## src/rtl/huff_bit_packer_if.sv

```systemverilog
// Codeword-in / packed-word-out bus of the Huffman transmit bit packer.
// The master side (symbol encoder plus downstream sink) drives the codewords
// and out_ready. The slave side (the packer) drives everything else.
interface huff_bit_packer_if #(
    parameter int MAX_CODE = 9,
    parameter int OUT_W    = 4
);
    logic                code_valid;
    logic                code_ready;
    logic [MAX_CODE-1:0] code_bits;
    logic [3:0]          code_len;
    logic                flush;
    logic                out_valid;
    logic                out_ready;
    logic [OUT_W-1:0]    out_bits;
    logic [2:0]          out_len;
    logic [3:0]          bit_count;
    logic                len_err;
    logic                flush_done;

    modport master (
        output code_valid, code_bits, code_len, flush, out_ready,
        input  code_ready, out_valid, out_bits, out_len, bit_count, len_err, flush_done
    );

    modport slave (
        input  code_valid, code_bits, code_len, flush, out_ready,
        output code_ready, out_valid, out_bits, out_len, bit_count, len_err, flush_done
    );
endinterface

```

## src/rtl/huff_bit_packer.sv

```systemverilog
// huff_bit_packer: packs 1..9-bit codewords into a bit-0-first stream and
// emits it as 4-bit words. A flush drains the trailing partial word with its
// real length. All outputs are decoded from registered state only.
module huff_bit_packer #(
    parameter int MAX_CODE = 9,
    parameter int OUT_W    = 4,
    parameter int BUF_W    = MAX_CODE + OUT_W - 1
) (
    input  logic             clk,
    input  logic             reset_n,
    huff_bit_packer_if.slave bus
);
    typedef enum logic {ST_RUN, ST_FLUSH} state_e;

    localparam logic [3:0] WORD_LEN  = 4'(OUT_W);
    // A new codeword is accepted only if the longest one still fits.
    localparam logic [3:0] READY_MAX = 4'(BUF_W - MAX_CODE);
    localparam logic [3:0] MAX_LEN   = 4'(MAX_CODE);

    state_e           state_q, state_d;
    logic [BUF_W-1:0] pack_q, pack_d;
    logic [3:0]       count_q, count_d;
    logic             len_err_q, len_err_d;

    logic             code_ready_w;
    logic             out_valid_w;
    logic [2:0]       out_len_w;
    logic [OUT_W-1:0] out_mask;

    logic             pop;
    logic             accept;
    logic             len_ok;
    logic [3:0]       pop_n;
    logic [3:0]       count_post;
    logic [BUF_W-1:0] kept;
    logic [BUF_W-1:0] code_mask;
    logic [BUF_W-1:0] code_ext;

    // Output view of the buffer: word availability, length and mask.
    always_comb begin
        code_ready_w = (state_q == ST_RUN) && (count_q <= READY_MAX);
        out_valid_w  = (state_q == ST_RUN) ? (count_q >= WORD_LEN) : (count_q != 4'd0);
        out_len_w    = (count_q >= WORD_LEN) ? WORD_LEN[2:0] : count_q[2:0];
        out_mask     = (OUT_W'(1) << out_len_w) - OUT_W'(1);
    end

    assign bus.code_ready = code_ready_w;
    assign bus.out_valid  = out_valid_w;
    assign bus.out_bits   = pack_q[OUT_W-1:0] & out_mask;
    assign bus.out_len    = out_len_w;
    assign bus.bit_count  = count_q;
    assign bus.len_err    = len_err_q;
    assign bus.flush_done = (state_q == ST_FLUSH) && (count_q == 4'd0);

    // Buffer update: pop the head word first, then append at the post-pop fill level.
    always_comb begin
        // NOTE: every signal gets a default before any branch, so no path can leave one unassigned and infer a latch.
        pop        = out_valid_w && bus.out_ready;
        pop_n      = pop ? {1'b0, out_len_w} : 4'd0;
        accept     = bus.code_valid && code_ready_w;
        len_ok     = (bus.code_len != 4'd0) && (bus.code_len <= MAX_LEN);
        kept       = pack_q >> pop_n;
        count_post = count_q - pop_n;
        code_mask  = (BUF_W'(1) << bus.code_len) - BUF_W'(1);
        code_ext   = BUF_W'(bus.code_bits) & code_mask;
        pack_d     = kept;
        count_d    = count_post;
        len_err_d  = 1'b0;
        if (accept) begin
            if (len_ok) begin
                pack_d  = kept | (code_ext << count_post);
                count_d = count_post + bus.code_len;
            end else begin
                len_err_d = 1'b1;
            end
        end
    end

    // Mode control: enter FLUSH on request, return once the buffer has drained.
    always_comb begin
        state_d = state_q;
        case (state_q)
            ST_RUN:   if (bus.flush) state_d = ST_FLUSH;
            ST_FLUSH: if (count_q == 4'd0) state_d = ST_RUN;
            default:  state_d = ST_RUN;
        endcase
    end

    // State registers.
    always_ff @(posedge clk or negedge reset_n) begin
        if (!reset_n) begin
            state_q   <= ST_RUN;
            // NOTE: the packing buffer is cleared on reset because appends rely on all bits above count being zero.
            pack_q    <= '0;
            count_q   <= 4'd0;
            len_err_q <= 1'b0;
        end else begin
            // NOTE: non-blocking assignments so every register samples the pre-edge values.
            state_q   <= state_d;
            pack_q    <= pack_d;
            count_q   <= count_d;
            len_err_q <= len_err_d;
        end
    end
endmodule

```

## src/flat_wrapper.sv

```systemverilog
// flat-port wrapper written by rule: the top's interface ports become plain ports
module huff_bit_packer_flat 
#(
    parameter int MAX_CODE = 9,
    parameter int OUT_W    = 4,
    parameter int BUF_W    = MAX_CODE + OUT_W - 1
)
  (clk, reset_n, bus_code_valid, bus_code_bits, bus_code_len, bus_flush, bus_out_ready, bus_code_ready, bus_out_valid, bus_out_bits, bus_out_len, bus_bit_count, bus_len_err, bus_flush_done);
  huff_bit_packer_if #(.MAX_CODE(MAX_CODE), .OUT_W(OUT_W)) bus_i ();
  input  logic clk;
  input  logic reset_n;
  input wire logic [$bits(bus_i.code_valid)-1:0] bus_code_valid;
  input wire logic [$bits(bus_i.code_bits)-1:0] bus_code_bits;
  input wire logic [$bits(bus_i.code_len)-1:0] bus_code_len;
  input wire logic [$bits(bus_i.flush)-1:0] bus_flush;
  input wire logic [$bits(bus_i.out_ready)-1:0] bus_out_ready;
  output wire logic [$bits(bus_i.code_ready)-1:0] bus_code_ready;
  output wire logic [$bits(bus_i.out_valid)-1:0] bus_out_valid;
  output wire logic [$bits(bus_i.out_bits)-1:0] bus_out_bits;
  output wire logic [$bits(bus_i.out_len)-1:0] bus_out_len;
  output wire logic [$bits(bus_i.bit_count)-1:0] bus_bit_count;
  output wire logic [$bits(bus_i.len_err)-1:0] bus_len_err;
  output wire logic [$bits(bus_i.flush_done)-1:0] bus_flush_done;
  assign bus_i.code_valid = bus_code_valid;
  assign bus_i.code_bits = bus_code_bits;
  assign bus_i.code_len = bus_code_len;
  assign bus_i.flush = bus_flush;
  assign bus_i.out_ready = bus_out_ready;
  assign bus_code_ready = bus_i.code_ready;
  assign bus_out_valid = bus_i.out_valid;
  assign bus_out_bits = bus_i.out_bits;
  assign bus_out_len = bus_i.out_len;
  assign bus_bit_count = bus_i.bit_count;
  assign bus_len_err = bus_i.len_err;
  assign bus_flush_done = bus_i.flush_done;
  huff_bit_packer #(.MAX_CODE(MAX_CODE), .OUT_W(OUT_W), .BUF_W(BUF_W)) u_core (.clk(clk), .reset_n(reset_n), .bus(bus_i));
endmodule
```

## config.mk

```make
export PLATFORM = sky130hd
export DESIGN_NAME = huff_bit_packer_flat
export DESIGN_NICKNAME = d
export VERILOG_FILES = /design/src/rtl/huff_bit_packer_if.sv /design/src/rtl/huff_bit_packer.sv /design/src/flat_wrapper.sv
export SDC_FILE = /design/constraint.sdc
export NUM_CORES = 1
export LEC_CHECK = 0
export CORE_ASPECT_RATIO = 0.7
export CORE_MARGIN = 2
export CORE_UTILIZATION = 45
export DETAILED_ROUTE_END_ITERATION = 10
export PLACE_DENSITY = 0.73
export SYNTH_ARGS = -nofsm -noshare
export SYNTH_HDL_FRONTEND = slang
export SYNTH_SLANG_ARGS = --single-unit
export TNS_END_PERCENT = 30
```

## constraint.sdc

```tcl
create_clock -name clk -period 2.8 [get_ports clk]
set_clock_uncertainty 0.1 [all_clocks]
set_input_delay 0.42 -clock clk [delete_from_list [all_inputs] [get_ports clk]]
set_output_delay 0.42 -clock clk [all_outputs]
set_load 0.01 [all_outputs]
```

* After elaboration in Yosys (flattened, before gate mapping) *
Cells that the tools add are included.
W data, S select, Z words.

word-level totals
  bits in registers = 18
  latch bits = 0
  bits in writable memories = 0
  memory bits (read-only) = 0
  bits of input ports = 18
  output and inout port bits = 15
  word-level logic and storage cells = 39
  memories = 0

operators by class
  $add $sub $neg = 4
  $mul = 0
  divide/modulo/power cells = 0
  order comparisons = 3
  equal/unequal tests = 0
  shifts and indexed selects = 4
  multiplexer cells = 12
  bitwise gates (word level) = 4
  reduce and logical (&&, ||, !) cells = 8

operator list
  cell                     count
  $mux W12                 2
  $and A9 B12 Y12          1
  $or A12 B12 Y12          1
  $shl A1 B4 Y12 const A   1
  $shl A12 B4 Y12          1
  $shr A12 B4 Y12          1
  $sub A12 B2 Y12 const B  1
  $mux W4                  2
  $reduce_bool A4 Y1       2
  $mux W3                  2
  $logic_and A1 B1 Y1      5
  $mux W1                  5
  $add A4 B4 Y4            1
  $and A4 B4 Y4            1
  $ge A4 B3 Y1 const B     1
  $le A4 B2 Y1 const B     1
  $le A4 B4 Y1 const B     1
  $logic_not A4 Y1         1
  $shl A1 B3 Y4 const A    1
  $sub A4 B2 Y4 const B    1
  $sub A4 B4 Y4            1
  $pmux W1 S2              1
  $not A1 Y1               1

* Depth between registers and ports, before layout *
Gate-level depths: netlist of the first run.

  depth after elaboration = 9
  mapped depth = 15

* Worst setup path after synthesis of the first run *
OpenSTA, ideal clock, no wires.

  path type = flip-flop to flip-flop
  start point = reg u_core.count_q[3], in the netlist u_core.bus.bit_count[3]
  end point = reg u_core.count_q[3], in the netlist u_core.bus.bit_count[3]
  setup time = 0.135 ns
  arrival time = 2.982 ns
  required time = 2.565 ns
  setup slack = -0.417 ns
  cell stages (with the launch flop) = 13
  path buffers = 2
  cell sequence = dfrtp_1 -> buf_2 -> nor3b_2 -> nand3_1 -> buf_2 -> fa_1 -> xnor2_1 -> inv_1 -> ha_1 -> a21oi_1 -> xnor2_1 -> nand2_1 -> xnor2_1

between the ends
  longest elaborated chain between the ends = 8
  elaborated cells between the ends (all ways) = 13
  those cells by class = 2 x add/sub; 2 x order compare; 5 x mux; 4 x reduce/logical

ends and longest elaborated chain
  element                                             line                                          source
  start: declaration                                  huff_bit_packer.sv:22                         logic [3:0] count_q, count_d;
  start signal: assignment                            huff_bit_packer.sv:101                        count_q <= count_d;
  $ge A4 B3 Y1 or $reduce_bool A4 Y1 (tied branches)  huff_bit_packer.sv:42, huff_bit_packer.sv:43
  $mux W1                                             huff_bit_packer.sv:42                         out_valid_w = (state_q == ST_RUN) ? (count_q >= WORD_LEN) : (count_q != 4'd0);
  $logic_and A1 B1 Y1                                 huff_bit_packer.sv:58                         pop = out_valid_w && bus.out_ready;
  $mux W3                                             huff_bit_packer.sv:59                         pop_n = pop ? {1'b0, out_len_w} : 4'd0;
  $sub A4 B4 Y4                                       huff_bit_packer.sv:63                         count_post = count_q - pop_n;
  $add A4 B4 Y4                                       huff_bit_packer.sv:72                         count_d = count_post + bus.code_len;
  $mux W4                                             huff_bit_packer.sv:70                         if (len_ok) begin
  $mux W4 *                                           huff_bit_packer.sv:69                         if (accept) begin
  via u_core.count_d[3]                               huff_bit_packer.sv:22

Mark *: on every way through the listed nets, which the timed path passes. The rest lies on a longest branch.

* Worst setup path after layout of the first run *
  start point = in bus_code_len[0]
  end point = reg u_core.pack_q[9]

between the ends
  longest elaborated chain between the ends = 7
  elaborated cells between the ends (all ways) = 10
  those cells by class = 1 x add/sub; 1 x order compare; 2 x shift; 2 x mux; 2 x bitwise; 2 x reduce/logical

ends and longest elaborated chain
  element                 line                    source
  start: declaration      flat_wrapper.sv:14      input wire logic [$bits(bus_i.code_len)-1:0] bus_code_len;
  $shl A1 B4 Y12          huff_bit_packer.sv:64   code_mask = (BUF_W'(1) << bus.code_len) - BUF_W'(1);
  $sub A12 B2 Y12         huff_bit_packer.sv:64
  $and A9 B12 Y12         huff_bit_packer.sv:65   code_ext = BUF_W'(bus.code_bits) & code_mask;
  $shl A12 B4 Y12         huff_bit_packer.sv:71   pack_d = kept | (code_ext << count_post);
  $or A12 B12 Y12         huff_bit_packer.sv:71
  $mux W12 *              huff_bit_packer.sv:70
  $mux W12 *              huff_bit_packer.sv:69
  via u_core.pack_d[9]    huff_bit_packer.sv:21   logic [BUF_W-1:0] pack_q, pack_d;
  end signal: assignment  huff_bit_packer.sv:100  pack_q <= pack_d;
  end: declaration        huff_bit_packer.sv:21

Marks and branches as above.

==> results of run 1 <==
what timing repair did:
action                     4_1_cts  5_1_grt
pin swaps                        5        6
setup endpoints to repair       13       10
buffers inserted                 1        0
cloned                           0        0
hold endpoints to repair         0        0
gates resized for setup         12       13
metrics by stage:
stage | setup TNS, ns | hold WS [ns]
3_3_place_gp | -4.797 | 0.4731
4_1_cts | -0.01522 | 0.4893
5_1_grt | -0.04492 | 0.5535
2_1_floorplan | -0.2876 | 0.02441
3_5_place_dp | -4.996 | 0.4722
6_report | 0 | 0.4895
routing by layer:
layer | wire length (µm) | vias up | global-route usage (%)
met1 | 3028 | 1026 | 38.06
met2 | 2543 | 75 | 38.17
li1 | - | 1078 | -
met5 | 0 | - | 0
met3 | 485 | 2 | 6.259
met4 | 21 | 0 | 2.041
placed cells by master (no fill, tap or decap), types with 6 or more instances in the layout:
master           count
mux2i_1             13
nor2_1              19
and2_1               7
o221ai_1             6
a21oi_1             13
inv_1                6
nand2_1             18
buf_4               52
clkdlybuf4s50_1     26
dfrtp_1             18
cell families after synthesis:
group                      after synthesis  share of synthesized area, %
DFF                                     18                         21.78
AOI/OAI and AO/OA                       73                         26.32
buffers and inverters                   25                         6.594
and+or+nand+nor                         94                         26.50
muxes                                   18                         9.497
xor gates and xnor gates                 6                         2.541
adders and majority gates               10                         6.776
Yosys cell counts, drive strengths merged (2+ instances only):
cell	count	share of area [%]
nor2	20	3.6
nand2	19	3.6
dfrtp	18	22
a21oi	16	3.9
buf	14	4.6
mux2i	14	6.8
inv	10	1.8
ha	8	4.8
and2	7	2.1
nand3	7	2.3
o21ai	7	1.7
nor3	6	1.7
o221ai	6	2.5
nand3b	5	1.8
xnor2	5	2.1
a211oi	4	1.5
a21o	4	1.5
nand4	4	1.2
nor2b	4	1.2
o22a	4	1.7
o22ai	4	1.2
o31ai	4	1.7
or3	4	1.2
a211o	3	1.3
a21boi	3	1.1
and3	3	1.1
mux2	3	1.6
nand2b	3	0.91
o211ai	3	1.1
o311ai	3	1.3
a2bb2oi	2	1.1
and4	2	0.97
fa	2	1.9
nor3b	2	0.97
or3b	2	0.85
or4	2	0.91
sequential cells by signal (all words and copies together) (netlist names):
name	count
u_core.pack_q	12
u_core.state_q	1
u_core.bus.len_err	1
u_core.bus.bit_count	4
path summary, 6_finish.rpt:
kind                                                      to  cells past startpoint  slack [ns]                               from
worst max-delay path              u_core.pack_q[9]$_DFF_PN0_                      9        0.04                    bus_code_len[0]
min in group asynchronous       u_core.bus.len_err$_DFF_PN0_                      1        0.54                            reset_n
worst min register to register    u_core.pack_q[7]$_DFF_PN0_                      2        0.49        u_core.pack_q[11]$_DFF_PN0_
worst max register to register    u_core.pack_q[9]$_DFF_PN0_                     11        0.07  u_core.bus.bit_count[3]$_DFF_PN0_
max in group asynchronous         u_core.pack_q[2]$_DFF_PN0_                      1        1.53                            reset_n
worst min-delay path              u_core.pack_q[7]$_DFF_PN0_                      2        0.49        u_core.pack_q[11]$_DFF_PN0_
critical path: stages:
cell,delay (ns)
clkdlybuf4s50_1,0.46
or4_4,0.54
ha_4,0.19
buf_4,0.15
buf_4,0.13
a21oi_1,0.15
a21oi_2,0.11
a2111o_1,0.41
a32o_1,0.25
layout make-up:
class                   instances  area [µm²]  area share [%]
inverters                      10       37.54           1.267
well taps                      55       68.82           2.324
clock buffers                   4       55.05           1.859
multi-input cells             201        1632           55.09
flip-flops and latches         18       450.4           15.21
repair buffers                 85       718.2           24.25
power breakdown:
| group | total [µW] | leakage (µW) | internal, µW | switching (µW) |
|---|---|---|---|---|
| Clock | 220 | 0.0000288 | 125 | 95.0 |
| Sequential | 454 | 0.000235 | 364 | 90.8 |
| Combinational | 2710 | 0.00101 | 1360 | 1350 |
| Total | 3380 | 0.00127 | 1850 | 1530 |
==> flow_metrics.py, run 1 <==
metrics = {
    "place": {
        "placed_cells": 368,
        "port_buffers": 32,
        "post-dp-hpwl_um": 4813,
        "gp_congestion": 0.8680,
        "place_area_mm2": 0.002800,
        "place_worst_setup_slack_ns": -0.5152,
    },
    "cts": {
        "cts_made_buffers": 3,
        "cts_num_sinks": 18,
        "clkTransAtPathRegs_ns": 0.07,
        "clock_path_buffers": 2,
        "htree_levels": 1,
        "clkLatencyLatePin_ns": 0.26,
        "postCtsHoldBufs": 0,
        "cts_tree": "done",
        "clockRootBuffer": "clkbuf_8",
    },
    "timing": {
        "worstMarginPinSlew_ns": 0.8837,
        "max_freq_mhz": 362.9,
        "setup_ws_ns": 0.04451,
        "rsz0062_at_grt": "true",
        "fin_crit_ns": 2.755,
        "slew_violations": 0,
        "slew_headroom_pct": 40.34,
        "post-route-period-util_pct": 98.41,
        "final_hold_viol_count": 0,
        "finalSetupViolations": 0,
    },
    "finish": {
        "drive_gt1_share_pct": 30.50,
        "syn_to_final_growth_pct": 43.19,
        "fin_util_pct": 67.63,
        "nets": 347,
        "fin_area_mm2": 0.002962,
        "final_cells": 373,
        "final.fill_count": 364,
        "antennaDiodeCount": 0,
    },
    "synth": {
        "synth_seq_cells": 18,
        "synth_area_mm2": 0.002068,
        "yosys_warnings": 0,
        "ys_seq_area_share_pct": 21.78,
        "synth_flop_cell": "dfrtp_1",
        "synth_edf_count": 0,
        "syn-instance-count": 244,
        "synth_cell_types": 64,
        "async_flop_share_pct": 100.0,
        "avgSynthCellArea_um2": 8.476,
        "synth_fp_nets": 272,
    },
    "min_path": {
        "hp-class": "flip-flop to flip-flop",
    },
    "global_route": {
        "antenna_found_initial": 0,
        "grt_use_total_pct": 25.21,
        "grt_first_pass_wirelength_um": 10260,
        "gr-total-overflow": 0,
        "grt_max_degree": 19,
        "grt_pass1_vias": 2048,
    },
    "route": {
        "dr.pass1.iters": 4,
        "wl_per_cell_um": 16.30,
        "drc": 0,
        "vias_per_cell": 5.847,
        "drt_iter0_markers": 159,
        "wirelength_um": 6079,
        "ant_nets": 0,
        "vias": 2181,
    },
    "pwr": {
        "ir_drop_mv": 0.7958,
        "power_leakage_uw": 0.001269,
        "p_total_uw": 3383,
        "power.density_mw_per_mm2": 1142,
    },
    "worst_setup_path": {
        "setup.worst_path.start_class": "input port",
        "arrival_ns": 2.80,
        "cp_max_fo": 6,
        "crit_required_ns": 2.85,
        "critPathCaptureType": "flip-flop",
        "timing_worst_setup_path_type": "input port to flip-flop",
    },
    "flow_run": {
        "cap_violations": 0,
    },
    "floorplanning": {
        "core-area_mm2": 0.004379,
        "die_x_um": 85.03,
        "ios": 33,
        "start_util_pct": 47.23,
        "chipHeight_um": 60.72,
        "rows": 20,
        "dieArea_mm2": 0.005163,
    },
    "outcome": {
        "status": "finished clean",
    },
}
No activity file was read; power rests on OpenSTA's default activity.
==> run 2, diff against run 1 <==
CORE_UTILIZATION = 40   (was 45)
PLACE_DENSITY = 0.66   (was 0.73)
==> run 2 against run 1 <==
  * Via count is 3.4% higher
  * Sequential cell count unchanged
  * Wire length rose by 4.8%
  * Count of clock-buffer cells in the layout did not move
  * Total power grew 2.8%
  * Setup slack got worse by 0.026 ns
  * Utilization shrank 5.1 points
  * Register-to-register slack worse by 0.05 ns
  * Die area up 12%
  * Combinational power grew 3%
==> flow_metrics.py, run 2 (synthesis gave the netlist of run 1 again) <==
metrics = {
    "outcome": {
        "status": "finished clean",
    },
    "cts": {
        "clock_path_buffers": 2,
        "htree_levels": 1,
        "cts_num_sinks": 18,
        "postCtsHoldBufs": 0,
        "clkTransAtPathRegs_ns": 0.07,
        "cts_tree": "done",
        "clockRootBuffer": "clkbuf_8",
        "clkLatencyLatePin_ns": 0.26,
        "cts_made_buffers": 3,
    },
    "pwr": {
        "power.density_mw_per_mm2": 1138,
        "sw_frac_of_total_pct": 44.04,
        "power_leakage_uw": 0.001337,
        "p_int_uw": 1946,
        "comb_power_share_pct": 80.5,
        "ir_drop_mv": 0.4216,
        "seqPwrFrac_pct": 13.4,
        "clkPwrFrac_pct": 6.2,
        "switchingPower_uw": 1532,
    },
    "worst_setup_path": {
        "cp_max_fo": 7,
        "critPathCaptureType": "flip-flop",
        "crit_required_ns": 2.87,
        "arrival_ns": 2.85,
        "setup.worst_path.start_class": "flip-flop",
        "timing_worst_setup_path_type": "flip-flop to flip-flop",
    },
    "floorplanning": {
        "chipHeight_um": 64.16,
        "ios": 33,
        "die_x_um": 89.95,
        "rows": 21,
        "start_util_pct": 42.32,
        "dieArea_mm2": 0.005771,
        "core-area_mm2": 0.004887,
    },
    "finish": {
        "seq_area_um2": 451.7,
        "layout_commonest_cell": "buf_4",
        "syn_to_final_growth_pct": 47.79,
        "multi_input_area_mm2": 0.001603,
        "largest_reg_flops": 12,
        "layout_common_cells": "buf_4 (60), clkdlybuf4s50_1 (25), nor2_1 (19), nand2_1 (18), dfrtp_1 (17)",
        "nets": 358,
        "fin_area_mm2": 0.003057,
        "antennaDiodeCount": 0,
        "top_register": "u_core.pack_q",
        "final.fill_count": 440,
        "drive_gt1_share_pct": 31.91,
        "final_cells": 398,
    },
    "timing": {
        "max_freq_mhz": 359.6,
        "slew_headroom_pct": 43.98,
        "post-route-period-util_pct": 99.33,
        "worstMarginPinSlew_ns": 0.8376,
        "slew_violations": 0,
        "rsz0062_at_grt": "true",
        "final_hold_viol_count": 0,
        "fin_crit_ns": 2.781,
        "finalSetupViolations": 0,
    },
    "place": {
        "port_buffers": 32,
        "post-dp-hpwl_um": 5295,
        "placed_cells": 393,
        "place_area_mm2": 0.002913,
        "gp_congestion": 0.9057,
    },
    "global_route": {
        "grt_use_total_pct": 23.12,
        "grt_pass1_vias": 2143,
        "gr-total-overflow": 0,
        "antenna_found_initial": 0,
        "grt_max_degree": 19,
        "grt_first_pass_wirelength_um": 10890,
    },
    "route": {
        "vias": 2255,
        "drt_iter0_markers": 95,
        "vias_per_cell": 5.666,
        "drc": 0,
        "ant_nets": 0,
        "wirelength_um": 6370,
        "wl_per_cell_um": 16.01,
        "dr.pass1.iters": 5,
    },
    "flow_run": {
        "cap_violations": 0,
    },
    "min_path": {
        "hp-class": "flip-flop to flip-flop",
    },
}
==> run 2: cell count changes in the layout (fill, tap and decap cells not counted), sizes merged <==
cell	before	now
clkdlybuf4s50	26	25
dlymetal6s2s	1	2
buf	53	64
==> run 2: critical path, stage by stage (launching register included) <==
cell     delay [ns]
dfrtp_2        0.44
nor3b_4        0.24
nand2_2        0.08
inv_2          0.08
ha_4           0.14
inv_2          0.04
fa_2           0.66
ha_4           0.23
a21o_1         0.16
a21oi_2        0.13
xnor2_1        0.12
nand2_1        0.08
xnor2_1        0.18
==> run 2: path summary, 6_finish.rpt <==
kind                                                    from                           endpoint  slack, ns  cells after the start
setup / recovery           u_core.bus.bit_count[3]$_DFF_PN0_  u_core.bus.bit_count[3]$_DFF_PN0_       0.02                     12
hold / removal                   u_core.pack_q[11]$_DFF_PN0_         u_core.pack_q[7]$_DFF_PN0_       0.53                      2
setup reg to reg           u_core.bus.bit_count[3]$_DFF_PN0_  u_core.bus.bit_count[3]$_DFF_PN0_       0.02                     12
hold reg to reg                  u_core.pack_q[11]$_DFF_PN0_         u_core.pack_q[7]$_DFF_PN0_       0.53                      2
max in group asynchronous                            reset_n  u_core.bus.bit_count[3]$_DFF_PN0_       1.49                      1
min in group asynchronous                            reset_n  u_core.bus.bit_count[1]$_DFF_PN0_       0.54                      1
==> run 2: power by group through the flow <==
stage	sequential, µW	clock [µW]	combinational [µW]
floorplan	466	0	1490
global placement	468	0	2660
detailed placement	468	0	2690
CTS	464	222	2720
global route	479	238	3060
finish	465	215	2800
==> run 2: area by class of cell <==
type / count / share of cell area, %
multi-input combinational: 201 / 52.44
timing repair buffer: 96 / 26.93
sequential: 18 / 14.78
tap: 69 / 2.824
clock buffer: 4 / 1.801
inverter: 10 / 1.228
==> run 2: routing by layer <==
metal	global-route usage, %	routed length (µm)	up-vias
li1	-	-	1097
met4	2.500	29	0
met1	34.47	3258	1070
met3	6.368	493	5
met5	0	0	-
met2	34.28	2589	83
==> run 2: timing repair <==
action	4_1_cts	5_1_grt
resized for setup	13	10
endpoints found under the setup margin	17	12
pin swaps	4	7
setup buffers	0	1
==> run 2: metrics by stage <==
step | TNS (ns) | setup WS, ns | utilization [%] | power [µW] | hold WS (ns)
detailed placement | -6.321 | -0.5150 | 59.60 | 3156 | 0.5050
finish | 0 | 0.01875 | 62.54 | 3478 | 0.5264
global route | -0.5716 | -0.1278 | 62.54 | 3774 | 0.5493
CTS | 0 | 0.01203 | 61.26 | 3402 | 0.5176
global placement | -5.770 | -0.4758 | 59.60 | 3127 | 0.4991
floorplan | -0.2876 | -0.1527 | - | 1952 | 0.02441
==> run 3, diff against run 2 <==
CTS_BUF_LIST = sky130_fd_sc_hd__clkbuf_8   (was unset)
==> results of run 3 <==
Final layout, timing and power as in run 2 (identical DEF).
